[src/rtl/stopwatch_pkg.sv]
// Shared types, seven-segment constants and BCD helpers for the stopwatch core.
package stopwatch_pkg;

  typedef logic [3:0] bcd_t;
  typedef logic [1:0] digit_idx_t;

  typedef struct packed {
    bcd_t tens;
    bcd_t ones;
  } bcd2_t;

  localparam int NUM_DIGITS = 4;

  // Active-low segments, bit order {g,f,e,d,c,b,a}.
  localparam logic [6:0] SEG_DIGIT [0:9] = '{
    7'h40, 7'h79, 7'h24, 7'h30, 7'h19,
    7'h12, 7'h02, 7'h78, 7'h00, 7'h10
  };
  localparam logic [6:0] SEG_BLANK = 7'h7F;

  // Increment a two-digit BCD value, wrapping to zero once it reaches max_val.
  function automatic bcd2_t bcd2_inc(input bcd2_t v, input int max_val);
    bcd2_t r;
    if (int'(v.tens) * 10 + int'(v.ones) >= max_val) begin
      r = '0;
    end else if (v.ones == 4'd9) begin
      r.tens = v.tens + 4'd1;
      r.ones = 4'd0;
    end else begin
      r.tens = v.tens;
      r.ones = v.ones + 4'd1;
    end
    return r;
  endfunction

  function automatic logic [6:0] seg_decode(input bcd_t d);
    logic [6:0] s;
    case (d)
      4'd0:    s = SEG_DIGIT[0];
      4'd1:    s = SEG_DIGIT[1];
      4'd2:    s = SEG_DIGIT[2];
      4'd3:    s = SEG_DIGIT[3];
      4'd4:    s = SEG_DIGIT[4];
      4'd5:    s = SEG_DIGIT[5];
      4'd6:    s = SEG_DIGIT[6];
      4'd7:    s = SEG_DIGIT[7];
      4'd8:    s = SEG_DIGIT[8];
      4'd9:    s = SEG_DIGIT[9];
      default: s = SEG_BLANK;
    endcase
    return s;
  endfunction

endpackage

[src/rtl/stopwatch_core_sync_edge.sv]
// Synchronizer chain plus rising-edge detector producing a one-cycle tick.
module sync_edge #(
  parameter int SYNC_STAGES = 2
) (
  input  logic clk,
  input  logic rst,
  input  logic d,
  output logic rise
);

  logic [SYNC_STAGES:0] chain;
  logic [SYNC_STAGES:0] primed;

  always_ff @(posedge clk) begin
    if (rst) begin
      chain  <= '0;
      primed <= '0;
    end else begin
      chain  <= {chain[SYNC_STAGES-1:0], d};
      primed <= {primed[SYNC_STAGES-1:0], 1'b1};
    end
  end

  // Mask edges until the whole chain holds real samples, so a level that is
  // already high when reset releases never looks like a new edge.
  assign rise = chain[SYNC_STAGES-1] & ~chain[SYNC_STAGES] & primed[SYNC_STAGES];

endmodule

[src/rtl/stopwatch_core.sv]
// mm:ss BCD stopwatch with pause/adjust modes and 4-digit multiplexed display.
module stopwatch_core
  import stopwatch_pkg::*;
#(
  parameter int SYNC_STAGES = 2,
  parameter int MAX_MIN     = 59
) (
  input  logic       clk,
  input  logic       rst,
  input  logic       counter_clk,
  input  logic       adj_clk,
  input  logic       disp_clk,
  input  logic       blink_clk,
  input  logic       pause_btn,
  input  logic       adj,
  input  logic       sel,
  output logic [7:0] min_bcd,
  output logic [7:0] sec_bcd,
  output logic [3:0] an,
  output logic [6:0] seg
);

  logic cnt_tick, adj_tick, disp_tick, blink_tick, pause_tick;

  sync_edge #(.SYNC_STAGES(SYNC_STAGES)) u_cnt   (.clk(clk), .rst(rst), .d(counter_clk), .rise(cnt_tick));
  sync_edge #(.SYNC_STAGES(SYNC_STAGES)) u_adj   (.clk(clk), .rst(rst), .d(adj_clk),     .rise(adj_tick));
  sync_edge #(.SYNC_STAGES(SYNC_STAGES)) u_disp  (.clk(clk), .rst(rst), .d(disp_clk),    .rise(disp_tick));
  sync_edge #(.SYNC_STAGES(SYNC_STAGES)) u_blink (.clk(clk), .rst(rst), .d(blink_clk),   .rise(blink_tick));
  sync_edge #(.SYNC_STAGES(SYNC_STAGES)) u_pause (.clk(clk), .rst(rst), .d(pause_btn),   .rise(pause_tick));

  bcd2_t      min_r, sec_r;
  logic       paused, blink_phase;
  digit_idx_t digit_idx;
  logic [3:0] an_next;
  logic [6:0] seg_next;
  bcd_t       cur_digit;
  logic       blank;

  always_ff @(posedge clk) begin
    if (rst) begin
      min_r       <= '0;
      sec_r       <= '0;
      paused      <= 1'b0;
      blink_phase <= 1'b1;
      digit_idx   <= '0;
      an          <= 4'b1110;
      seg         <= SEG_DIGIT[0];
    end else begin
      // Ticks are qualified by the pre-toggle paused value.
      if (!paused) begin
        if (!adj && cnt_tick) begin
          if (sec_r == 8'h59) min_r <= bcd2_inc(min_r, MAX_MIN);
          sec_r <= bcd2_inc(sec_r, 59);
        end else if (adj && adj_tick) begin
          if (sel) sec_r <= bcd2_inc(sec_r, 59);
          else     min_r <= bcd2_inc(min_r, MAX_MIN);
        end
      end
      if (pause_tick) paused      <= ~paused;
      if (blink_tick) blink_phase <= ~blink_phase;
      if (disp_tick)  digit_idx   <= digit_idx + 2'd1;
      an  <= an_next;
      seg <= seg_next;
    end
  end

  always_comb begin
    cur_digit = 4'd0;
    case (digit_idx)
      2'd3:    cur_digit = min_r.tens;
      2'd2:    cur_digit = min_r.ones;
      2'd1:    cur_digit = sec_r.tens;
      default: cur_digit = sec_r.ones;
    endcase
    // Upper pair is minutes, lower pair is seconds.
    blank    = adj & ~blink_phase & (sel ? ~digit_idx[1] : digit_idx[1]);
    an_next  = ~(4'b0001 << digit_idx);
    seg_next = blank ? SEG_BLANK : seg_decode(cur_digit);
  end

  assign min_bcd = min_r;
  assign sec_bcd = sec_r;

endmodule

[config.mk]
export PLATFORM = sky130hd
export DESIGN_NAME = stopwatch_core
export DESIGN_NICKNAME = d
export VERILOG_FILES = /design/src/rtl/stopwatch_pkg.sv /design/src/rtl/stopwatch_core_sync_edge.sv /design/src/rtl/stopwatch_core.sv
export SDC_FILE = /design/constraint.sdc
export NUM_CORES = 1
export LEC_CHECK = 0
export BUFFER_PORTS_ARGS = -buffer_cell sky130_fd_sc_hd__buf_2
export CORE_MARGIN = 5
export CORE_UTILIZATION = 48
export DETAILED_ROUTE_END_ITERATION = 16
export PLACE_DENSITY = 0.71
export SYNTH_ARGS = -nofsm -noshare
export SYNTH_HDL_FRONTEND = slang
export SYNTH_SLANG_ARGS = --single-unit
[constraint.sdc]
create_clock -name clk -period 2.9 [get_ports clk]
set_clock_uncertainty 0.2 [all_clocks]
set_input_delay 0 -clock clk [delete_from_list [all_inputs] [get_ports clk]]
set_output_delay 0 -clock clk [all_outputs]
set_load 0.02 [all_outputs]
==> impl_metrics.csv <==
group,metric,value,unit
status,status,"finished with violations",
status,violations,"negative setup slack",
yosys,synth_top_cell_by_area,"dfxtp_1",
drt,ant_nets,0,
yosys,async_flop_share,0,
yosys,synth_compound_area_frac,0.179,
clock_tree,clock_sinks,49,
yosys,ys_seq_area_frac,0.368,
clock_tree,clockBufferDepth,2,
sta,fmax,324,MHz
yosys,synthXorXnorAreaFrac,0.0230,
worst_setup_path,cp_slowest_cell,"or4b_4",
yosys,syn_nets,326,
sta,period_minus_slack,3.09,ns
yosys,synth.area.mux_share,0.0273,
grt,grt_pass1_vias,2086,
die,core,0.00544,mm²
die,initial_core_util,0.490,
worst_setup_path,path_common_cell,"ha_4",
pwr,total_power,1210,µW
yosys,synth_top_area_share,0.368,
die,die_height,84.5,µm
grt,grt_max_degree,30,
yosys,synth_area,0.00266,mm²
die,rows,27,
grt,grtUsageTotal,0.161,
sta,timing.final.ws_setup,-0.189,ns
drt,drt-pass1-iter-count,4,
worst_setup_path,cp_max_fo,8,
worst_setup_path,cp-start-kind,"flop",
die,die_w,84.5,µm
pwr,ir_worst_vdd,0.373,mV
sta,fin_setup_tns,-1.31,ns
finish,antenna_cells,0,
worst_setup_path,cp.required,2.92,ns
sta,report.final.slew_viol_count,0,
grt,grtUsageMet2,0.267,
yosys,synth-edff-count,0,
sta,period_share,1.07,
sta,rsz0062_at_grt,"true",
drt,avgViaCountPerCell,5.41,
clock_tree,cts_tree,"built",
yosys,syn_area_per_cell,9.44,µm²
grt,overflow,0,
drt,drc_errors,0,
worst_setup_path,crit_chain,"ha_4 -> ha_4 -> inv_2 -> fa_1 -> or4b_4 -> o31ai_4 -> o41ai_4 -> a211oi_4 -> buf_6 -> nand2_4 -> o31ai_2",
clock_tree,root_buffer,"clkbuf_8",
finish,final_nets,389,
sta,worst_slew_pin_slew,0.757,ns
grt,grt_use_met1,0.211,
yosys,netlist_top_cells_count,"dfxtp_1 (49), ha_1 (31), inv_1 (24)",
die,dieArea,0.00714,mm²
placement,place.gp.congestion,0.849,
worst_setup_path,endpoint_kind,"flop",
yosys,synthAdderAreaFrac,0.176,
grt,grt_pass1_wl,9.51,mm
yosys,synth.distinct_cells,49,
worst_setup_path,crit_type,"reg -> reg",
finish,nFillCells,455,
worst_setup_path,worstPathArrival,3.11,ns
yosys,synthSimpleGateAreaFrac,0.186,
yosys,ys.warnings.count,0,
yosys,synth.area.top_cells,"dfxtp_1 (37%), ha_1 (15%), nor2b_1 (4.7%)",
worst_hold_path,hold_class,"in -> reg",
pwr,power_leakage,0.00150,µW
yosys,synth_seq_cells,49,
worst_setup_path,slowest_delay,0.55,ns
finish,drive_gt1_frac,0.243,
sta,hold_viol_final,0,
yosys,synth_top_family_by_area,"simple AND/OR/NAND/NOR gates",
drt,routed-via-count,2260,
pwr,cellPowerDensity,362,mW/mm²
placement,hpwl,4.14,mm
drt,finalWirelength,5.87,mm
grt,grtUsageMet3,0.0442,
sta,maxSlewHeadroom,0.481,
clock_tree,clk_pin_slew,0.09,ns
yosys,synth_most_common_cell,"dfxtp_1",
drt,wl_per_cell,14.0,µm
die,io_pins,36,
clock_tree,clk_latency,0.30,ns
drt,drt_iter0_markers,121,
clock_tree,cts_htree_levels,2,
grt,antenna_found_initial,0,
yosys,netlist_instances,282,
finish,syn2layout_area_growth,25.8,%
grt,top_usage_layer,"met2",
sta,setup_viol,8,
placement,io_buffers,35,
clock_tree,numCtsBuffers,5,
yosys,yosys_most_used_dff,"dfxtp_1",
flow_run,drv_cap,0,
[placed cells by master (no fill, tap or decap), types with 5 or more instances in the layout]
master	count
inv_1	23
mux2i_1	5
buf_2	35
ha_1	29
nand3_1	8
buf_4	14
a22o_1	5
clkbuf_8	5
nor2_1	16
dfxtp_1	44
a21oi_1	17
o21ai_0	9
nor2b_1	20
xnor2_1	7
dlygate4sd3_1	11
nand2_1	17
[state kept, by name, indices dropped and copies added (netlist names)]
register / flops
an: 4
u_blink.primed: 2
u_cnt.chain: 3
min_bcd: 8
blink_phase: 1
digit_idx: 2
u_pause.chain: 3
u_disp.chain: 3
u_pause.primed: 1
seg: 7
u_blink.chain: 3
u_adj.chain: 3
sec_bcd: 8
paused: 1
[layout make-up]
type	count	area [µm²]	area share
clock buffer	6	93.8	0.0280
clock inverter	2	16.3	0.00485
inverter	24	90.1	0.0269
sequential	49	995	0.297
timing repair buffer	61	402	0.120
multi-input combinational	204	1660	0.497
tap	72	90.1	0.0269
[path summary, 6_finish.rpt]
path	slack [ns]	endpoint	depth (start not counted)	startpoint
worst max-delay path	-0.19	sec_bcd[0]$_SDFFE_PP0P_	11	sec_bcd[5]$_SDFFE_PP0P_
worst max register to register	-0.19	sec_bcd[0]$_SDFFE_PP0P_	11	sec_bcd[5]$_SDFFE_PP0P_
worst min register to register	0.24	u_pause.chain[1]$_SDFF_PP0_	1	u_pause.chain[0]$_SDFF_PP0_
worst min-delay path	0.10	seg[6]$_SDFF_PP1_	4	adj
[metrics by stage]
| step | cells | hold slack [ns] | setup slack [ns] | cell area, µm² | utilization |
|---|---|---|---|---|---|
| floorplan | 282 | -0.0718 | -0.140 | 2700 | - |
| global placement | 398 | 0.00882 | -0.142 | 3050 | 0.561 |
| detailed placement | 398 | 0.0117 | -0.205 | 3050 | 0.561 |
| CTS | 418 | 0.0858 | -0.208 | 3280 | 0.604 |
| global route | 418 | 0.121 | -0.312 | 3350 | 0.616 |
| finish | 418 | 0.104 | -0.189 | 3350 | 0.616 |
[cells by family (layout without fill, tap and decap cells)]
group,after synthesis,count (layout)
xor+xnor,7,7
fa+ha+maj,35,35
buf+inv,29,93
compound gates,64,64
simple gates,91,91
mux,7,7
flops,49,49
[routing by layer]
layer | vias to the layer above | routed length [µm]
met3 | 5 | 398
li1 | 1122 | -
met5 | - | 0
met2 | 60 | 2810
met1 | 1073 | 2610
met4 | 0 | 43
[power breakdown]
part / total, µW / switching (µW) / internal (µW) / leakage [µW]
Clock: 456 / 233 / 224 / 0.0000525
Sequential: 686 / 4.38 / 682 / 0.000402
Combinational: 69.0 / 35.7 / 33.4 / 0.00104
[what timing repair did]
action,4_1_cts,5_1_grt
hold buffers,11,0
setup endpoints to repair,8,12
gates resized for setup,1,12
pin swaps,1,7
setup buffers,1,0
hold endpoints to repair,21,0
[critical path, delay by kind of cell, from the launching register on]
| family | cells | cell delay, ns |
|---|---|---|
| buffers and inverters | 2 | 0.19 |
| adders and majority gates | 3 | 0.87 |
| AOI/OAI and AO/OA | 4 | 0.76 |
| and+or+nand+nor | 2 | 0.62 |
| DFF | 1 | 0.37 |
(Power assumes the default switching activity.)
